### src/rtl/spike_scheduler_if.sv
// Event push channel for spike_scheduler: (time,row) events offered over valid/ready.
// The producer uses the master modport and the scheduler uses the slave modport.
interface spike_scheduler_if #(
    parameter int TIME_WIDTH = 16,
    parameter int ROW_WIDTH  = 1
);
    logic                  evt_valid;
    logic                  evt_ready;
    logic [TIME_WIDTH-1:0] evt_time;
    logic [ROW_WIDTH-1:0]  evt_row;

    modport master (
        output evt_valid,
        output evt_time,
        output evt_row,
        input  evt_ready
    );

    modport slave (
        input  evt_valid,
        input  evt_time,
        input  evt_row,
        output evt_ready
    );
endinterface

### src/rtl/spike_scheduler.sv
// spike_scheduler: buffers timestamped (time,row) events in a FIFO and emits a
// one-cycle pulse on spike_out_o[row] when the logical time counter reaches the
// event timestamp. Late heads are dropped and counted; sys_time stalls while
// due or late entries drain so equal-timestamp events leave back to back.
// Optional build macro: SPIKE_SCHED_STATS_EN adds emit_cnt_o, a wrapping count
// of pulses emitted.
module spike_scheduler #(
    parameter int NUM_SYNAPSE_ROWS = 2,
    parameter int TIME_WIDTH       = 16,
    parameter int FIFO_DEPTH       = 8,
    parameter int ROW_WIDTH        = (NUM_SYNAPSE_ROWS > 1) ? $clog2(NUM_SYNAPSE_ROWS) : 1
) (
    input  logic                        clk,
    input  logic                        reset,
    input  logic                        enable_i,
    spike_scheduler_if.slave            evt_if,
    output logic [NUM_SYNAPSE_ROWS-1:0] spike_out_o,
    output logic [TIME_WIDTH-1:0]       sys_time_o,
    output logic                        busy_o,
    output logic [7:0]                  late_cnt_o
`ifdef SPIKE_SCHED_STATS_EN
    ,
    output logic [31:0]                 emit_cnt_o
`endif
);

    localparam int             PTR_W   = $clog2(FIFO_DEPTH);
    localparam logic [PTR_W:0] DEPTH_C = (PTR_W + 1)'(FIFO_DEPTH);

    // Event storage; flushed logically by resetting the pointers and count.
    logic [TIME_WIDTH-1:0]       time_mem_q [FIFO_DEPTH];
    logic [ROW_WIDTH-1:0]        row_mem_q  [FIFO_DEPTH];

    logic [PTR_W-1:0]            wr_ptr_q, wr_ptr_d;
    logic [PTR_W-1:0]            rd_ptr_q, rd_ptr_d;
    logic [PTR_W:0]              count_q,  count_d;
    logic [TIME_WIDTH-1:0]       sys_time_q, sys_time_d;
    logic [NUM_SYNAPSE_ROWS-1:0] spike_q,  spike_d;
    logic [7:0]                  late_cnt_q, late_cnt_d;
    logic                        busy_q;
    logic                        ready_q;

    logic [TIME_WIDTH-1:0]       head_time_s;
    logic [ROW_WIDTH-1:0]        head_row_s;
    logic [TIME_WIDTH-1:0]       diff_s;
    logic                        head_due_s;
    logic                        head_late_s;
    logic                        pop_s;
    logic                        push_s;

    // Classify the head entry against the current logical time (modular distance).
    always_comb begin
        head_time_s = time_mem_q[rd_ptr_q];
        head_row_s  = row_mem_q[rd_ptr_q];
        diff_s      = head_time_s - sys_time_q;
        head_due_s  = busy_q && (diff_s == {TIME_WIDTH{1'b0}});
        head_late_s = busy_q && diff_s[TIME_WIDTH-1];
        pop_s       = head_due_s || head_late_s;
        push_s      = evt_if.evt_valid && ready_q;
    end

    // Next-state for pointers, occupancy, time, pulses and the late counter.
    always_comb begin
        spike_d = {NUM_SYNAPSE_ROWS{1'b0}};
        // Out-of-range rows match no bit, so they pop silently.
        for (int r = 0; r < NUM_SYNAPSE_ROWS; r++) begin
            spike_d[r] = head_due_s && (head_row_s == ROW_WIDTH'(r));
        end

        if (push_s) begin
            wr_ptr_d = wr_ptr_q + PTR_W'(1);
        end else begin
            wr_ptr_d = wr_ptr_q;
        end

        if (pop_s) begin
            rd_ptr_d = rd_ptr_q + PTR_W'(1);
        end else begin
            rd_ptr_d = rd_ptr_q;
        end

        case ({push_s, pop_s})
            2'b10:   count_d = count_q + (PTR_W + 1)'(1);
            2'b01:   count_d = count_q - (PTR_W + 1)'(1);
            default: count_d = count_q;
        endcase

        // Time holds while an entry drains so same-timestamp events share it.
        if (enable_i && !pop_s) begin
            sys_time_d = sys_time_q + TIME_WIDTH'(1);
        end else begin
            sys_time_d = sys_time_q;
        end

        if (head_late_s && (late_cnt_q != 8'hFF)) begin
            late_cnt_d = late_cnt_q + 8'd1;
        end else begin
            late_cnt_d = late_cnt_q;
        end
    end

    // Control and output registers with synchronous active-low reset.
    always_ff @(posedge clk) begin
        if (!reset) begin
            wr_ptr_q   <= {PTR_W{1'b0}};
            rd_ptr_q   <= {PTR_W{1'b0}};
            count_q    <= {(PTR_W + 1){1'b0}};
            sys_time_q <= {TIME_WIDTH{1'b0}};
            spike_q    <= {NUM_SYNAPSE_ROWS{1'b0}};
            late_cnt_q <= 8'd0;
            busy_q     <= 1'b0;
            ready_q    <= 1'b1;
        end else begin
            wr_ptr_q   <= wr_ptr_d;
            rd_ptr_q   <= rd_ptr_d;
            count_q    <= count_d;
            sys_time_q <= sys_time_d;
            spike_q    <= spike_d;
            late_cnt_q <= late_cnt_d;
            busy_q     <= (count_d != {(PTR_W + 1){1'b0}});
            ready_q    <= (count_d != DEPTH_C);
        end
    end

    // Event payload write at the tail; contents need no reset.
    always_ff @(posedge clk) begin
        if (push_s) begin
            time_mem_q[wr_ptr_q] <= evt_if.evt_time;
            row_mem_q[wr_ptr_q]  <= evt_if.evt_row;
        end else begin
            time_mem_q[wr_ptr_q] <= time_mem_q[wr_ptr_q];
            row_mem_q[wr_ptr_q]  <= row_mem_q[wr_ptr_q];
        end
    end

`ifdef SPIKE_SCHED_STATS_EN
    logic [31:0] emit_cnt_q;

    // Count pulses actually driven onto spike_out (late and out-of-range excluded).
    always_ff @(posedge clk) begin
        if (!reset) begin
            emit_cnt_q <= 32'd0;
        end else if (spike_d != {NUM_SYNAPSE_ROWS{1'b0}}) begin
            emit_cnt_q <= emit_cnt_q + 32'd1;
        end else begin
            emit_cnt_q <= emit_cnt_q;
        end
    end

    assign emit_cnt_o = emit_cnt_q;
`else
    // Statistics counter not built.
`endif

    assign evt_if.evt_ready = ready_q;
    assign spike_out_o      = spike_q;
    assign sys_time_o       = sys_time_q;
    assign busy_o           = busy_q;
    assign late_cnt_o       = late_cnt_q;

endmodule

### src/flat_wrapper.sv
// flat-port wrapper written by rule: the top's interface ports become plain ports
module spike_scheduler_flat 
#(
    parameter int NUM_SYNAPSE_ROWS = 2,
    parameter int TIME_WIDTH       = 16,
    parameter int FIFO_DEPTH       = 8,
    parameter int ROW_WIDTH        = (NUM_SYNAPSE_ROWS > 1) ? $clog2(NUM_SYNAPSE_ROWS) : 1
)
  (clk, reset, enable_i, spike_out_o, sys_time_o, busy_o, late_cnt_o, evt_if_evt_valid, evt_if_evt_time, evt_if_evt_row, evt_if_evt_ready);
  spike_scheduler_if #(.TIME_WIDTH(TIME_WIDTH), .ROW_WIDTH(ROW_WIDTH)) evt_if_i ();
  input  logic clk;
  input  logic reset;
  input  logic enable_i;
  output logic [NUM_SYNAPSE_ROWS-1:0] spike_out_o;
  output logic [TIME_WIDTH-1:0] sys_time_o;
  output logic busy_o;
  output logic [7:0] late_cnt_o;
  input wire logic [$bits(evt_if_i.evt_valid)-1:0] evt_if_evt_valid;
  input wire logic [$bits(evt_if_i.evt_time)-1:0] evt_if_evt_time;
  input wire logic [$bits(evt_if_i.evt_row)-1:0] evt_if_evt_row;
  output wire logic [$bits(evt_if_i.evt_ready)-1:0] evt_if_evt_ready;
  assign evt_if_i.evt_valid = evt_if_evt_valid;
  assign evt_if_i.evt_time = evt_if_evt_time;
  assign evt_if_i.evt_row = evt_if_evt_row;
  assign evt_if_evt_ready = evt_if_i.evt_ready;
  spike_scheduler #(.NUM_SYNAPSE_ROWS(NUM_SYNAPSE_ROWS), .TIME_WIDTH(TIME_WIDTH), .FIFO_DEPTH(FIFO_DEPTH), .ROW_WIDTH(ROW_WIDTH)) u_core (.clk(clk), .reset(reset), .enable_i(enable_i), .evt_if(evt_if_i), .spike_out_o(spike_out_o), .sys_time_o(sys_time_o), .busy_o(busy_o), .late_cnt_o(late_cnt_o));
endmodule
### config.mk
export PLATFORM = sky130hd
export DESIGN_NAME = spike_scheduler_flat
export DESIGN_NICKNAME = d
export VERILOG_FILES = /design/src/rtl/spike_scheduler_if.sv /design/src/rtl/spike_scheduler.sv /design/src/flat_wrapper.sv
export SDC_FILE = /design/constraint.sdc
export NUM_CORES = 1
export LEC_CHECK = 0
export CAP_MARGIN = 10
export CORE_ASPECT_RATIO = 0.8
export CORE_MARGIN = 2
export CORE_UTILIZATION = 52
export DETAILED_ROUTE_END_ITERATION = 6
export PLACE_DENSITY = 0.71
export RECOVER_POWER = 25
export SLEW_MARGIN = 20
export SYNTH_ARGS = -nofsm -noshare
export SYNTH_HDL_FRONTEND = slang
export SYNTH_SLANG_ARGS = --single-unit
export TNS_END_PERCENT = 1
### constraint.sdc
create_clock -name clk -period 11.1 [get_ports clk]
set_clock_uncertainty 0.1 [all_clocks]
set_input_delay 1.11 -clock clk [delete_from_list [all_inputs] [get_ports clk]]
set_output_delay 1.11 -clock clk [all_outputs]
set_load 0.02 [all_outputs]
-- Yosys cells after proc, flatten, opt, wreduce, memory -nomap -nowiden
Memories as Yosys holds them, arrays and structs flattened. A register that Yosys moved wholly into a read port is not among the register bits.
Cells that the tools add are included.
- flip-flop bits (word level): 38
- bits in latches: 0
- RAM bits: 136
- memory bits (read-only): 0
- bits of input ports: 21
- output and inout port bits: 28
- logic and storage cells: 47
- memories kept: 2
- memory list (memory ; words ; bits a word ; rd ports ; clocked after memory_dff ; wr ports ; line ; text):
    u_core.time_mem_q ; 8 ; 16 ; 1 ; 1 ; 1 ; spike_scheduler.sv:31 ; logic [TIME_WIDTH-1:0] time_mem_q [FIFO_DEPTH];
    u_core.row_mem_q ; 8 ; 1 ; 1 ; 1 ; 1 ; spike_scheduler.sv:32 ; logic [ROW_WIDTH-1:0] row_mem_q [FIFO_DEPTH];
- $add $sub $neg: 7
- multiply operators: 0
- div/mod/pow operators: 0
- magnitude comparators: 0
- eq/ne operators: 5
- shift operators: 0
- mux-type cells: 10
- bitwise gates (word level): 3
- reductions and logical operators: 12
- operator list (cell ; number):
    16-bit by 1-bit adder with 16-bit output, second input constant ; 1
    16-bit logical NOT ; 1
    16-bit two-way mux ; 1
    16-bit subtractor ; 1
    3-bit two-way mux ; 4
    8-bit by 1-bit adder with 8-bit output, second input constant ; 1
    8-bit inequality test, second input constant ; 1
    4-bit case mux with 2 select lines ; 1
    1-bit logical AND ; 7
    3-bit by 1-bit adder with 3-bit output, second input constant ; 2
    4-bit by 1-bit adder with 4-bit output, second input constant ; 1
    1-bit two-way mux ; 4
    4-bit inequality test, second input constant ; 1
    4-bit nonzero test ; 1
    4-bit by 1-bit subtractor with 4-bit output, second input constant ; 1
    2-bit by 1-bit == test with 1-bit output, second input constant ; 1
    2-bit == test, second input constant ; 1
    1-bit bitwise OR ; 2
    2-bit AND reduction ; 1
    1-bit logical NOT ; 1
    1-bit logical OR ; 1
    0-bit inequality test ; 1
    1-bit inverter ; 1

-- Longest topological paths before layout
Gate-level depths: netlist of run 1.
- word-level depth: 7
- gate-level depth with buffers: 24

-- Worst setup path after synthesis of run 1
OpenSTA, ideal clock, no wires.
- kind: reg-to-reg
- start point: register with a tool-made name
- end point: register u_core.ready_q (netlist: u_core.evt_if.evt_ready)
- setup time: 0.127 ns
- arrival: 5.418 ns
- required time: 10.873 ns
- setup slack: 5.455 ns
- cell stages (with the launch flop): 24
- buffers on the path: 3
- period minus slack after synthesis: 5.645 ns
- path through: dfxtp_1 > buf_2 > buf_1 > mux4_2 > mux2_2 > ha_1 > nor2b_1 > o31a_1 > o31a_1 > o21a_1 > a32oi_1 > o2111ai_1 > o41a_4 > inv_6 > buf_6 > ha_1 > xor2_1 > ha_1 > a21oi_1 > xor2_1 > nor2_1 > xnor2_1 > o21ai_0 > or3_1
- RTL lines (item ; line ; text):
    end signal: assignment ; spike_scheduler.sv:121 ; ready_q <= (count_d != DEPTH_C);
    end: declaration ; spike_scheduler.sv:41 ; logic ready_q;

==> results of run 1 <==
worst register-to-register path: stages, from the launching register on:
cell and delay, ps:
dfxtp_2 310, buf_4 540, mux4_2 610, mux2_2 290, ha_1 320, a21oi_1 270, nor2_1 70, a2111oi_0 540
o21a_1 210, xor2_1 150, o2111ai_1 170, o41a_4 450, inv_6 190, ha_1 290, xor2_1 110, ha_1 190
a21oi_1 140, xor2_1 160, nor2_1 70, xnor2_1 200, o21ai_0 170, or3_1 330
how the worst max path moves through the flow:
stage / slack, ps / endpoint / from
2_1_floorplan: 5460 / u_core.evt_if.evt_ready / flop
3_3_place_gp: 5370 / u_core.evt_if.evt_ready / flop
3_5_place_dp: 5170 / u_core.evt_if.evt_ready / flop
4_1_cts: 5120 / u_core.evt_if.evt_ready / flop
5_1_grt: 4710 / u_core.evt_if.evt_ready / flop
6_report: 5110 / u_core.evt_if.evt_ready / flop
stage by stage:
stage / setup WS, ps / area (sq um) / cells / util (%) / hold WS (ps)
3_3_place_gp: 5370 / 8550 / 763 / 57.5 / 359
2_1_floorplan: 5460 / 7820 / 534 / - / 350
5_1_grt: 4710 / 9140 / 795 / 61.5 / 396
4_1_cts: 5120 / 9140 / 795 / 61.5 / 389
3_5_place_dp: 5170 / 8550 / 763 / 57.5 / 381
6_report: 5110 / 9140 / 795 / 61.5 / 387
sequential cells by signal, summed over array words and instances, names as in the netlist, named ones only:
register / count
u_core.rd_ptr_q: 3
u_core.late_cnt_o: 8
u_core.evt_if.evt_ready: 1
u_core.busy_o: 1
u_core.wr_ptr_q: 3
u_core.count_q: 4
u_core.sys_time_o: 16
u_core.spike_out_o: 2
u_core.time_mem_q: 128
u_core.row_mem_q: 8
area by class of cell:
| type | instances | area [sq um] | share of cell area, % |
|---|---|---|---|
| Sequential cell | 177 | 4910 | 53.7 |
| Multi-Input combinational cell | 316 | 2760 | 30.2 |
| Timing Repair Buffer | 58 | 556 | 6.08 |
| Clock buffer | 22 | 454 | 4.97 |
| Tap cell | 189 | 236 | 2.59 |
| Clock inverter | 10 | 138 | 1.51 |
| Inverter | 23 | 91.3 | 1.00 |
per-layer routing:
layer | global-route usage [%] | vias up
li1 | - | 2214
met1 | 28.2 | 2394
met2 | 34.0 | 146
met3 | 5.00 | 16
met4 | 6.67 | 0
met5 | 0 | -
logic make-up after synthesis:
group	count (synthesis)	synth area share [%]
DFF	177	62.7
and+or+nand+nor	137	9.31
AOI/OAI and AO/OA	81	6.74
muxes	57	13.1
buffers and inverters	41	2.37
adders and majority gates	22	3.52
xor gates and xnor gates	19	2.22
placed cells by master, fill, tap and decap left out, drive strengths merged, types with 17 or more instances in the layout:
cell type / n
inv: 22
a21oi: 29
mux4: 34
clkbuf: 22
nand3: 19
nor3: 17
edfxtp: 136
dfxtp: 41
ha: 22
nand2: 27
clkdlybuf4s50: 36
nor2: 26
cells in the mapped netlist (all sizes together) (3+ instances only):
cell type    n  share of area [%]
a211oi       3               0.29
a21oi       29                1.9
and3         4               0.32
buf          9               0.77
clkbuf       9               0.43
dfxtp       41                 10
edfxtp     136                 52
ha          22                3.5
inv         23                1.2
mux2        14                2.0
mux2i        9                1.3
mux4        34                9.8
nand2       27                1.3
nand2b       6               0.48
nand3       19                1.2
nand4        6               0.56
nor2        26                1.2
nor3        17                1.2
nor3b        3               0.29
nor4         4               0.32
o21a         8               0.77
o21ai       14               0.94
o31ai        9               0.86
or3          8               0.64
or4          8               0.77
xnor2        8               0.99
xor2        11                1.2
power by group through the flow:
| stage | sequential (mW) | clock (mW) | combinational, mW |
|---|---|---|---|
| 3_3_place_gp | 0.791 | 0 | 0.542 |
| 2_1_floorplan | 0.792 | 0 | 0.436 |
| 4_1_cts | 0.779 | 0.607 | 0.567 |
| 5_1_grt | 0.783 | 0.636 | 0.618 |
| 6_report | 0.779 | 0.598 | 0.565 |
| 3_5_place_dp | 0.793 | 0 | 0.560 |
==> flow_metrics.tcl, run 1 <==
set metrics [dict create \
    min_path_cells 2 \
    drive_gt1_share_pct 17.0 \
    critPathSlowestCell "mux4_2" \
    clkPwrFrac_pct 30.8 \
    reg2reg_slack_ps 5110 \
    cp.arrival_ps 6190 \
    drtAntennaViolNets 0 \
    synth-async-reset-ratio_pct 0 \
    vias 4770 \
    slew_headroom_pct 29.4 \
    fin_crit_ps 5990 \
    p_switching_mw 0.571 \
    pwr-share-seq_pct 40.1 \
    netlist_instances 534 \
    cpPeakStageDelay_ps 590 \
    antenna_cells 0 \
    hold_path_class "flop to flop" \
    rsz0062_at_grt "no" \
    die_width_um 141 \
    clkTransAtPathRegs_ps 70 \
    postCtsSetupRepairBufs 0 \
    fillers 1087 \
    crit_type "flop to flop" \
    remaining_drc_errors 1 \
    place_congestion 0.879 \
    gr-total-overflow 0 \
    comb_power_share_pct 29.1 \
    fp-row-count 40 \
    avgSynthCellArea_sq_um 14.6 \
    cts_tree "done" \
    hold_path_end "u_core.sys_time_o[4]" \
    die_height_um 114 \
    track_usage_pct 20.9 \
    cp_num_buf_inv 2 \
    p_leak_nw 2.98 \
    area_delta_synth_final_pct 16.8 \
    holdBufCountCts 0 \
    drv_slew 0 \
    first_pass_iters 7 \
    ys_seq_area_share_pct 62.7 \
    post_cts_resized 0 \
    pin_count 49 \
    fin_setup_tns_ps 0 \
    reg2reg_depth 21 \
    routedWlPerCell_um 20.0 \
    path_depth 21 \
    p_int_mw 1.37 \
    nNetsFinal 636 \
    final-hold-violation-count 0 \
    yosysWarnings 0 \
    io_buffers 48 \
    peakVddDrop_uv 117 \
    met2_length_um 7940 \
    setup_viol 0 \
    total_power_mw 1.94 \
    dp_hpwl_um 10100 \
    clock_latency_ps 430 \
    cts-root-buf "clkbuf_16" \
    grt_first_pass_wirelength_um 24800 \
    cap_viol_max_count 0 \
    worst_pin_slew_ps 1060 \
    dr_wl_met3_um 802 \
    critPathCaptureType "flop" \
    wirelength_um 15900 \
    die-area_sq_mm 0.0160 \
    synth_ff_type "edfxtp_1" \
    grt_max_degree 35 \
    clockBufferDepth 2 \
    numClockSinks 177 \
    vias_per_cell 6.00 \
    required_ps 11300 \
    synth_fp_nets 577 \
    ys_ff_latch 177 \
    cts-buffers-inserted 17 \
    synth-edff-count 136 \
    drt-met1-wl_um 6930 \
    grt_pass1_vias 4711 \
    startpoint_type "flop" \
    holdCritStartpoint "u_core.sys_time_o[4]" \
    htree_levels 4 \
    p_per_area_mw_per_mm2 213 \
    antenna_found_initial 0 \
    timing.rr.end "u_core.evt_if.evt_ready" \
    swShare_pct 29.4 \
    dr.first_iter.drc_count 427 \
    start_util_pct 52.6 \
    status "complete, but fails checks" \
    path_cells "buf_4, mux4_2, mux2_2, ha_1, a21oi_1, nor2_1, a2111oi_0, o21a_1, xor2_1, o2111ai_1, o41a_4, inv_6, ha_1, xor2_1, ha_1, a21oi_1, xor2_1, nor2_1, xnor2_1, o21ai_0, or3_1" \
    violations "design-rule violations" \
    period_share_pct 54.0 \
    design.core.area_sq_mm 0.0149 \
    synth_area_sq_mm 0.00782 \
    top_layer "met4" \
    path_max_fanout 33 \
    crit_family "compound AO/OA/AOI/OAI gates" \
    max_freq_mhz 167 \
    synth.distinct_cells 54 \
]
No activity file was read; power rests on OpenSTA's default activity.
==> run 2, diff against run 1 <==
Settings changed: PLACE_DENSITY 0.71 to 0.74.
Clock period 11.1 ns to 5.3 ns, I/O delays scaled along.
==> run 2 against run 1 <==
- the flow now finishes without violations
- first-iteration DRC count is 16% higher
- utilization rose by 2.8 points
- sequential share of layout area decreased by 2.3 points
- total power up 120%
- routed wire length up 7.7%
- worst hold slack better by 4.9 ps
- cell area is 4.5% higher
- sequential power rose by 110%
==> flow_metrics.tcl, run 2 (synthesis gave the netlist of run 1 again) <==
set metrics [dict create \
    wirelength_um 17100 \
    fillers 1025 \
    period_share_pct 99.0 \
    required_ps 5510 \
    largest_reg_flops 128 \
    start_util_pct 52.6 \
    grt_first_pass_wirelength_um 25200 \
    vias 4887 \
    die_height_um 114 \
    area_delta_synth_final_pct 22.1 \
    grt_pass1_vias 4764 \
    fp-row-count 40 \
    dr.first_iter.drc_count 495 \
    gr-total-overflow 0 \
    instances_no_fill 818 \
    fin_setup_tns_ps 0 \
    dp_cells 771 \
    cts_tree "done" \
    final-hold-violation-count 0 \
    track_usage_pct 21.1 \
    layout_setup_ws_ps 55.1 \
    mostFrequentLayoutCell "edfxtp_1" \
    clockBufferDepth 2 \
    p_leak_nw 3.12 \
    antenna_cells 0 \
    total_power_mw 4.36 \
    htree_levels 4 \
    clock_latency_ps 430 \
    routedWlPerCell_um 21.0 \
    busiest_layer "met2" \
    reg2reg_depth 23 \
    setup_viol 0 \
    startpoint_type "flop" \
    drtAntennaViolNets 0 \
    hold_path_class "flop to flop" \
    cap_viol_max_count 0 \
    dpl_worst_slack_ps 24.7 \
    worst_pin_slew_ps 1000 \
    io_buffers 48 \
    design.core.area_sq_mm 0.0149 \
    cp.arrival_ps 5460 \
    nNetsFinal 659 \
    grt_max_degree 35 \
    place_congestion 0.958 \
    status "finished, final reports clean" \
    vias_per_cell 5.97 \
    drv_slew 0 \
    grt_use_met3_pct 4.79 \
    path_max_fanout 9 \
    first_pass_iters 5 \
    die-area_sq_mm 0.0160 \
    max_freq_mhz 191 \
    use_met2_pct 34.1 \
    timing.rr.end "u_core.evt_if.evt_ready" \
    slew_headroom_pct 33.0 \
    clkTransAtPathRegs_ps 60 \
    cts-root-buf "clkbuf_16" \
    drive_gt1_share_pct 24.2 \
    antenna_found_initial 0 \
    worstSetupEndpoint "u_core.evt_if.evt_ready" \
    die_width_um 141 \
    pin_count 49 \
    layout_common_cells "edfxtp_1 (136), dfxtp_1 (40), clkdlybuf4s50_1 (36)" \
    cts-buffers-inserted 17 \
    remaining_drc_errors 0 \
    dp_hpwl_um 10400 \
    numClockSinks 177 \
    crit_type "flop to flop" \
    holdBufCountCts 0 \
    critPathCaptureType "flop" \
    reg2reg_slack_ps 60 \
    fin_crit_ps 5240 \
    grt.met1_usage_pct 28.7 \
    top_register "u_core.time_mem_q" \
    rsz0062_at_grt "yes" \
    p_per_area_mw_per_mm2 457 \
    peakVddDrop_uv 253 \
]
[run 2: timing repair]
item / 4_1_cts / 5_1_grt
gates resized for setup: 2 / 43
buffers inserted: 0 / 14
pin swaps: 0 / 14
gates cloned: 0 / 1
setup endpoints to repair: 1 / 3
[run 2: worst max-delay path, cell delays in order, from the launching register on]
cell and delay, ps:
dfxtp_4 380, buf_12 140, buf_12 150, mux4_2 510, mux2_4 310, ha_4 250
nand2_2 110, or4b_4 510, o21ai_4 260, a21oi_2 100, buf_4 160, o21a_1 210
o21ai_1 170, o41a_4 200, inv_6 40, ha_4 160, xor2_2 170, ha_2 200
a21oi_2 120, xor2_1 160, nor2_1 60, xnor2_1 200, o21ai_1 120, or3_1 310
[run 2: metal layers]
metal / wire (um) / vias to the layer above
li1: - / 2258
met1: 7420 / 2469
met2: 8660 / 140
met3: 819 / 20
met4: 248 / 0
met5: 0 / -
[run 2: how the worst min path moves through the flow]
stage	from	to	slack, ps	cells after the start
5_1_grt	u_core.sys_time_o[4]	u_core.sys_time_o[4]	410	2
6_report	u_core.sys_time_o[4]	u_core.sys_time_o[4]	390	2
2_1_floorplan	u_core.rd_ptr_q[1]	flop	350	2
3_5_place_dp	u_core.rd_ptr_q[1]	flop	380	2
4_1_cts	u_core.rd_ptr_q[1]	u_core.rd_ptr_q[1]	390	2
3_3_place_gp	u_core.rd_ptr_q[1]	u_core.rd_ptr_q[1]	380	2
[run 2: area by class of cell]
type                            instances  area [sq um]  share of cell area, %
Clock buffer                           20           437                   4.57
Clock inverter                         12           118                   1.23
Inverter                               23          91.3                  0.956
Multi-Input combinational cell        316          2950                   30.9
Sequential cell                       177          4910                   51.4
Tap cell                              189           236                   2.48
Timing Repair Buffer                   81           807                   8.45
[run 2: power breakdown]
group	internal (mW)	switching, mW
logic	0.771	0.760
clock network	0.686	0.499
registers	1.58	0.0711
total	3.03	1.33
[run 2: stage by stage]
step                util [%]  instance area (sq um)  hold WS [ps]
floorplan                  -                   7830           350
global placement        58.1                   8640           378
detailed placement      58.1                   8640           378
CTS                     61.9                   9210           392
global route            64.3                   9550           415
finish                  64.3                   9550           391
